[src/rtl/voice_env_seq_pkg.sv]
// Shared constants and width helper for the voice x envelope index sequencer.
package voice_env_seq_pkg;

  localparam int VOICES_DEF  = 8;
  localparam int V_ENVS_DEF  = 8;
  localparam int FRAME_CNT_W = 16;

  // Index width for n entries, never narrower than one bit.
  function automatic int idx_width(input int n);
    int w;
    w = 1;
    while ((1 << w) < n) w++;
    return w;
  endfunction

endpackage

[src/rtl/voice_env_seq_idx_delay_line.sv]
// Fixed-depth shift register carrying {index, valid}; depth 0 is a plain wire.
module idx_delay_line
  import voice_env_seq_pkg::*;
#(
  parameter int W     = 6,
  parameter int DEPTH = 2
) (
  input  logic         clk,
  input  logic         rst_n,
  input  logic [W-1:0] idx,
  input  logic         valid,
  output logic [W-1:0] idx_d,
  output logic         valid_d
);

  generate
    if (DEPTH == 0) begin : g_pass
      assign idx_d   = idx;
      assign valid_d = valid;
    end else begin : g_pipe
      logic [W:0] stage [DEPTH];

      // Shifts every cycle regardless of valid so hold bubbles travel downstream.
      always_ff @(posedge clk) begin
        if (!rst_n) begin
          for (int i = 0; i < DEPTH; i++) stage[i] <= '0;
        end else begin
          stage[0] <= {idx, valid};
          for (int i = 1; i < DEPTH; i++) stage[i] <= stage[i-1];
        end
      end

      assign {idx_d, valid_d} = stage[DEPTH-1];
    end
  endgenerate

endmodule

[src/rtl/voice_env_seq.sv]
// Split {voice, env} index sequencer with run/hold, resync and a pipeline-aligned copy.
// Define VOICE_ENV_SEQ_FRAME_CNT_EN to add the 16-bit o_frame_cnt output.
module voice_env_seq
  import voice_env_seq_pkg::*;
#(
  parameter int VOICES     = VOICES_DEF,
  parameter int V_ENVS     = V_ENVS_DEF,
  parameter int V_WIDTH    = idx_width(VOICES),
  parameter int E_WIDTH    = idx_width(V_ENVS),
  parameter int PIPE_DELAY = 2
) (
  input  logic                       sCLK_XVXENVS,
  input  logic                       iRST_N,
  input  logic                       i_run,
  input  logic                       i_sync,
  input  logic [V_WIDTH:0]           i_active_voices,
  output logic [V_WIDTH-1:0]         o_voice,
  output logic [E_WIDTH-1:0]         o_env,
  output logic [V_WIDTH+E_WIDTH-1:0] o_xxxx,
  output logic                       o_frame_start,
  output logic                       o_frame_end,
  output logic                       o_voice_last_env,
  output logic [V_WIDTH+E_WIDTH-1:0] o_xxxx_d,
  output logic                       o_valid_d
`ifdef VOICE_ENV_SEQ_FRAME_CNT_EN
  ,
  output logic [FRAME_CNT_W-1:0]     o_frame_cnt
`endif
);

  localparam int IW = V_WIDTH + E_WIDTH;
  localparam logic [V_WIDTH:0]   LIM_MAX  = (V_WIDTH+1)'(VOICES);
  localparam logic [E_WIDTH-1:0] ENV_LAST = E_WIDTH'(V_ENVS - 1);

  logic [V_WIDTH-1:0] voice_q;
  logic [E_WIDTH-1:0] env_q;
  logic [V_WIDTH:0]   lim_q;
  logic [V_WIDTH:0]   lim_in;
  logic               env_last;
  logic               voice_last;
  logic               idx_last;
  logic               idx_first;

  always_comb begin
    lim_in = i_active_voices;
    if (i_active_voices == '0)
      lim_in = (V_WIDTH+1)'(1);
    else if (i_active_voices > LIM_MAX)
      lim_in = LIM_MAX;
  end

  // lim_q only changes while voice_q is 0, so voice_q never sits above lim_q-1.
  assign env_last   = (env_q == ENV_LAST);
  assign voice_last = ({1'b0, voice_q} == (lim_q - (V_WIDTH+1)'(1)));
  assign idx_last   = env_last & voice_last;
  assign idx_first  = (voice_q == '0) && (env_q == '0);

  always_ff @(posedge sCLK_XVXENVS) begin
    if (!iRST_N) begin
      voice_q <= '0;
      env_q   <= '0;
      lim_q   <= LIM_MAX;
    end else if (i_sync) begin
      voice_q <= '0;
      env_q   <= '0;
      lim_q   <= lim_in;
    end else if (i_run) begin
      if (env_last) begin
        env_q <= '0;
        if (voice_last) begin
          voice_q <= '0;
          lim_q   <= lim_in;
        end else begin
          voice_q <= voice_q + V_WIDTH'(1);
        end
      end else begin
        env_q <= env_q + E_WIDTH'(1);
      end
    end
  end

  assign o_voice          = voice_q;
  assign o_env            = env_q;
  assign o_xxxx           = {voice_q, env_q};
  assign o_frame_start    = i_run & idx_first;
  assign o_frame_end      = i_run & idx_last;
  assign o_voice_last_env = i_run & env_last;

`ifdef VOICE_ENV_SEQ_FRAME_CNT_EN
  always_ff @(posedge sCLK_XVXENVS) begin
    if (!iRST_N)
      o_frame_cnt <= '0;
    else if (o_frame_end)
      o_frame_cnt <= o_frame_cnt + FRAME_CNT_W'(1);
  end
`endif

  idx_delay_line #(
    .W     (IW),
    .DEPTH (PIPE_DELAY)
  ) u_delay (
    .clk     (sCLK_XVXENVS),
    .rst_n   (iRST_N),
    .idx     (o_xxxx),
    .valid   (i_run),
    .idx_d   (o_xxxx_d),
    .valid_d (o_valid_d)
  );

endmodule
[config.mk]
export PLATFORM = sky130hd
export DESIGN_NAME = voice_env_seq
export DESIGN_NICKNAME = d
export VERILOG_FILES = /design/src/rtl/voice_env_seq_pkg.sv /design/src/rtl/voice_env_seq_idx_delay_line.sv /design/src/rtl/voice_env_seq.sv
export SDC_FILE = /design/constraint.sdc
export NUM_CORES = 1
export LEC_CHECK = 0
export ABC_AREA = 1
export CORE_UTILIZATION = 45
export CTS_CLUSTER_DIAMETER = 30
export DETAILED_ROUTE_END_ITERATION = 6
export DONT_BUFFER_PORTS = 1
export PLACE_DENSITY_LB_ADDON = 0.25
export SYNTH_ARGS = -nofsm -noshare
export SYNTH_HDL_FRONTEND = slang
export SYNTH_SLANG_ARGS = --single-unit
[constraint.sdc]
create_clock -name sCLK_XVXENVS -period 1.9 [get_ports sCLK_XVXENVS]
set_clock_uncertainty 0.15 [all_clocks]
set_input_delay 0.285 -clock sCLK_XVXENVS [delete_from_list [all_inputs] [get_ports sCLK_XVXENVS]]
set_output_delay 0.285 -clock sCLK_XVXENVS [all_outputs]
set_load 0.01 [all_outputs]
== Yosys cells after proc, flatten, opt, wreduce, memory -nomap -nowiden ==
Memory sizes are Yosys's and may differ from the RTL's.
Index checks and enable logic that the tools add are counted.
Operators by class
  $add $sub $neg: 3
  equality and inequality tests: 2
  reduce and logical (&&, ||, !) cells: 10
  magnitude comparators: 1
  bitwise gates (word level): 7
  mux-type cells: 12
Operators with widths (number)
  4-bit two-way mux: 6
  7-bit two-way mux: 2
  3-bit by 1-bit adder with 3-bit output, second input constant: 2
  3-bit zero test: 2
  3-bit two-way mux: 2
  2-bit nonzero test: 3
  1-bit AND: 4
  3-bit by 4-bit equality test with 1-bit output: 1
  4-bit > comparator, second input constant: 1
  4-bit zero test: 1
  4-bit by 1-bit subtractor with 4-bit output, second input constant: 1
  3-bit equality test, second input constant: 1
  3-bit AND reduction: 1
  1-bit two-way mux: 2
  1-bit OR: 2
  2-bit AND reduction: 1
  2-bit OR reduction: 1
  1-bit logical AND: 1
  1-bit inverter: 1
Word-level totals
  register bits: 10
  output and inout bits: 22
  RAM bits: 14
  memories kept: 1
Memory list
  u_delay.g_pipe.stage: words 2, bits a word 7, read ports 2, clocked after Yosys merged registers in 0, wr ports 2, RTL line voice_env_seq_idx_delay_line.sv:21  | logic [W:0] stage [DEPTH];

== Logic depth before layout (Yosys ltp) ==
  depth in word-level cells: 7
  gate-level depth with buffers: 12
  mapped depth without buffers: 12

== Hierarchy ==
A second synthesis with hierarchy kept.
Second synthesis, totals
  cells, all modules: 150
  area, all modules: 1142.3 um^2
Modules (own cells, without submodules)
  voice_env_seq: times used 1, area each 700.7 um^2, sequential area each 200.2 um^2, cells each 101
  idx_delay_line: times used 1, area each 441.7 um^2, sequential area each 280.3 um^2, cells each 49

== Least setup slack after synthesis ==
OpenSTA, ideal clock, no wires.
  kind: register -> output
  from: register env_q[0] (netlist: o_env[0])
  to: output port o_frame_end
  cell stages (with the launch flop): 9
  path buffers: 0
  data required time: 1.465 ns
  data arrival time: 1.342 ns
  slack: 0.123 ns
  cells stage by stage: dfxtp_1 > ha_1 > ha_1 > nand2_2 > clkinv_4 > nand2_4 > nor2_4 > nand3_4 > inv_1
On the way
  longest elaborated chain between the ends: 3
RTL lines
  start: declaration: RTL line voice_env_seq.sv:36  | logic [E_WIDTH-1:0] env_q;
  start signal: assignment: RTL line voice_env_seq.sv:77  | env_q <= env_q + E_WIDTH'(1);
  3-bit equality test: RTL line voice_env_seq.sv:53  | assign env_last = (env_q == ENV_LAST);
  1-bit AND: RTL line voice_env_seq.sv:55  | assign idx_last = env_last & voice_last;
  1-bit AND: RTL line voice_env_seq.sv:86  | assign o_frame_end = i_run & idx_last;
  end: declaration: RTL line voice_env_seq.sv:21  | output logic o_frame_end,
Every way passes these cells.

== Worst setup path in the final report ==
Ends and elaborated chain as after synthesis.

==> impl_metrics.tcl <==
set metrics [dict create \
    outcome "finished clean" \
    slowest_library_cell_on_the_worst_path "sky130_fd_sc_hd__dfxtp_2" \
    vias_in_the_first_global_route 868 \
    wl_per_cell_um 12.28 \
    maxSlewViolCount 0 \
    cap_viol_max_count 0 \
    critical_path_cell_count 8 \
    antennaDiodeCount 0 \
    start_kind "flip-flop" \
    design.die.area_mm2 0.002744 \
    worstPathBufferInverterCount 2 \
    cts_buf_count 3 \
    path_delay_family "flip-flops" \
    synth.avg_cell_area_um2 7.719 \
    layout-drive-gt1-share 0.2810 \
    final_cell_area_mm2 0.001330 \
    finalCoreUtilization 0.5790 \
    grt_usage 0.1860 \
    clk_latency_worst_skew_pair_ns 0.32 \
    synth.yosys.warnings 0 \
    grt_setup_unrepaired "yes" \
    placementRows 17 \
    route.met2.wl_um 1104 \
    routed_wl_um 2222 \
    worst_hold_slack_ns 0.01823 \
    hold_violations 0 \
    netlist_area_mm2 0.001142 \
    die_height_um 52.39 \
    areaGrowthSynthToFinish_pct 16.43 \
    floorplan.core_area_mm2 0.002297 \
    drt_pre_antenna_iters 4 \
    largest_net_degree_at_the_start_of_global_routing 18 \
    critical_path_peak_fanout 4 \
    highest-signal-layer "met4" \
    cts-htree-levels 1 \
    starting_density_of_the_core 0.4973 \
    routed_via_density 4.840 \
    portBuffers 0 \
    grt_overflow 0 \
    clock_tree.buffer_depth 2 \
    reg2regPathDepth 6 \
    drt-initial-drc-count 14 \
    cellPowerDensity_mw_per_mm2 762.9 \
    tightest_slew_ns 0.6033 \
    cp_slowest_stage_delay_ns 0.38 \
    tritoncts_clock_tree "done" \
    critPathRequiredTime_ns 1.46 \
    wl_met1_um 885 \
    syn-num-nets 162 \
    cp_data_arrival_time_ns 1.45 \
    worstHoldPathCells 3 \
    antenna_found_initial 0 \
    total_number_of_clock_tree_sinks 24 \
    max-vdd-ir-drop_mv 0.6647 \
    i_o_pin_total 30 \
    max_clock_freq_mhz 530.8 \
    period_minus_slack_ns 1.884 \
    globalplace.congestion 0.7816 \
    synth_seq_area_share 0.4206 \
    post_synth_num_cell_types 23 \
    cp-end-kind "primary output" \
    syn-instance-count 148 \
    drt_drc_violations_left 0 \
    timing.slew.headroom 0.5965 \
    layout_worst_path_cycle_share 0.9916 \
    met3_length_um 172 \
    path_clk_slew_ns 0.14 \
    path_category_of_the_worst_min_delay_check "input pin to flip-flop" \
    vias 876 \
    postSynthRegisterBits 24 \
    leakagePower_nw 0.7203 \
    antenna_left 0 \
    final-setup-viol-count 0 \
    hpwlAfterDp_um 1352 \
    post_dp_cell_area_mm2 0.001124 \
    grt_pass1_wl_um 3622 \
    crit_path_cell_trace "ha_4 > ha_4 > nand2_4 > clkinv_4 > nand2_4 > nor2_4 > nand3_4 > inv_2" \
    die-width_um 52.39 \
    clock-root-buffer "sky130_fd_sc_hd__clkbuf_4" \
    final_nets 168 \
    crit_type "flip-flop to primary output" \
]
## worst min-delay path, delay by kind of cell
kind	cells	cell delay [ns]
AO/OA/AOI/OAI	2	0.10
buffers and inverters	1	0.08
## metrics by stage
stage | setup WS, ns | std cells | TNS [ns] | power, mW
after floorplan | 0.1235 | 148 | 0 | 0.6113
after global routing | -0.05266 | 181 | -0.06903 | 1.064
after CTS | 0.001218 | 181 | 0 | 1.010
final | 0.01602 | 181 | 0 | 1.015
after detailed placement | 0.1751 | 168 | 0 | 0.6178
after global placement | 0.2141 | 168 | 0 | 0.6154
## where the power goes
| group | internal [mW] | leakage, nW | switching [mW] |
|---|---|---|---|
| Clock | 0.213 | 0.0279 | 0.158 |
| Sequential | 0.517 | 0.197 | 0.00925 |
| Combinational | 0.0472 | 0.496 | 0.0696 |
| Total | 0.778 | 0.720 | 0.237 |
## cell usage in the layout (no fill, tap or decap), types with 3 or more instances in the layout
cell / instances
sky130_fd_sc_hd__nand2_1: 34
sky130_fd_sc_hd__buf_4: 10
sky130_fd_sc_hd__inv_2: 6
sky130_fd_sc_hd__dfxtp_1: 20
sky130_fd_sc_hd__o21ai_0: 3
sky130_fd_sc_hd__a21oi_1: 4
sky130_fd_sc_hd__clkbuf_4: 3
sky130_fd_sc_hd__nand2_4: 3
sky130_fd_sc_hd__dfxtp_2: 4
sky130_fd_sc_hd__inv_1: 23
sky130_fd_sc_hd__nand2_2: 3
sky130_fd_sc_hd__ha_4: 3
sky130_fd_sc_hd__dlygate4sd3_1: 5
sky130_fd_sc_hd__ha_1: 3
sky130_fd_sc_hd__nand3_1: 5
sky130_fd_sc_hd__nor2_1: 8
## cell usage after synthesis
cell	n	area, µm²
sky130_fd_sc_hd__a21boi_1	2	15.01
sky130_fd_sc_hd__a21oi_1	4	20.02
sky130_fd_sc_hd__buf_1	1	3.750
sky130_fd_sc_hd__buf_2	1	5.000
sky130_fd_sc_hd__buf_4	12	90.09
sky130_fd_sc_hd__clkinv_4	1	8.760
sky130_fd_sc_hd__dfxtp_1	24	480.5
sky130_fd_sc_hd__ha_1	6	75.07
sky130_fd_sc_hd__inv_1	26	97.59
sky130_fd_sc_hd__inv_2	4	15.01
sky130_fd_sc_hd__nand2_1	35	131.4
sky130_fd_sc_hd__nand2_2	3	18.77
sky130_fd_sc_hd__nand2_4	2	22.52
sky130_fd_sc_hd__nand3_1	6	30.03
sky130_fd_sc_hd__nand3_4	1	17.52
sky130_fd_sc_hd__nor2_1	8	30.03
sky130_fd_sc_hd__nor2_2	1	6.260
sky130_fd_sc_hd__nor2_4	1	11.26
sky130_fd_sc_hd__nor3_1	3	15.01
sky130_fd_sc_hd__o211ai_1	1	7.510
sky130_fd_sc_hd__o21ai_0	3	15.01
sky130_fd_sc_hd__o21ai_2	2	17.52
sky130_fd_sc_hd__xor2_1	1	8.760
## repair_timing
item,in CTS,in global routing
pin swaps,5,2
endpoints found under the setup margin,2,2
setup buffers,4,0
hold buffers,5,0
resized for setup,12,7
hold endpoints to repair,21,0
## worst paths after layout
check                                     endpoint  slack, ns                                  start
max                                    o_frame_end       0.02                  o_env[0]$_SDFFE_PP0P_
max reg2reg                  o_env[0]$_SDFFE_PP0P_       0.11                  o_env[0]$_SDFFE_PP0P_
min                          lim_q[3]$_SDFFE_PN1P_       0.02                                 iRST_N
min reg2reg  u_delay.g_pipe.stage[0][9]$_SDFF_PN0_       0.27  u_delay.g_pipe.stage[0][2]$_SDFF_PN0_
## cell type report
cell class / instances / area (µm²)
clock inverter: 1 / 30.03
timing repair buffer: 15 / 125.1
clock buffer: 3 / 22.52
fill: 206 / 967.2
inverter: 31 / 123.9
multi-input combinational: 79 / 508.0
tap: 28 / 35.03
sequential: 24 / 485.5
## sequential cells by signal, indices dropped and copies added, names as in the netlist
name	count
o_voice	3
lim_q	4
u_delay.g_pipe.stage	14
o_env	3
## cells by family after synthesis
kind of cell | count (synthesis) | synth area share
AO/OA/AOI/OAI | 12 | 0.06572
flip-flops | 24 | 0.4206
XOR/XNOR | 1 | 0.007668
buffers and inverters | 45 | 0.1928
AND/OR/NAND/NOR | 60 | 0.2475
adder cells (fa/ha/maj) | 6 | 0.06572
## per-layer routing
metal | up-vias | track usage
met3 | 7 | 0.07536
met1 | 400 | 0.1922
met5 | - | 0
met2 | 29 | 0.3165
li1 | 440 | -
met4 | 0 | 0.1009
(Power assumes the default switching activity.)
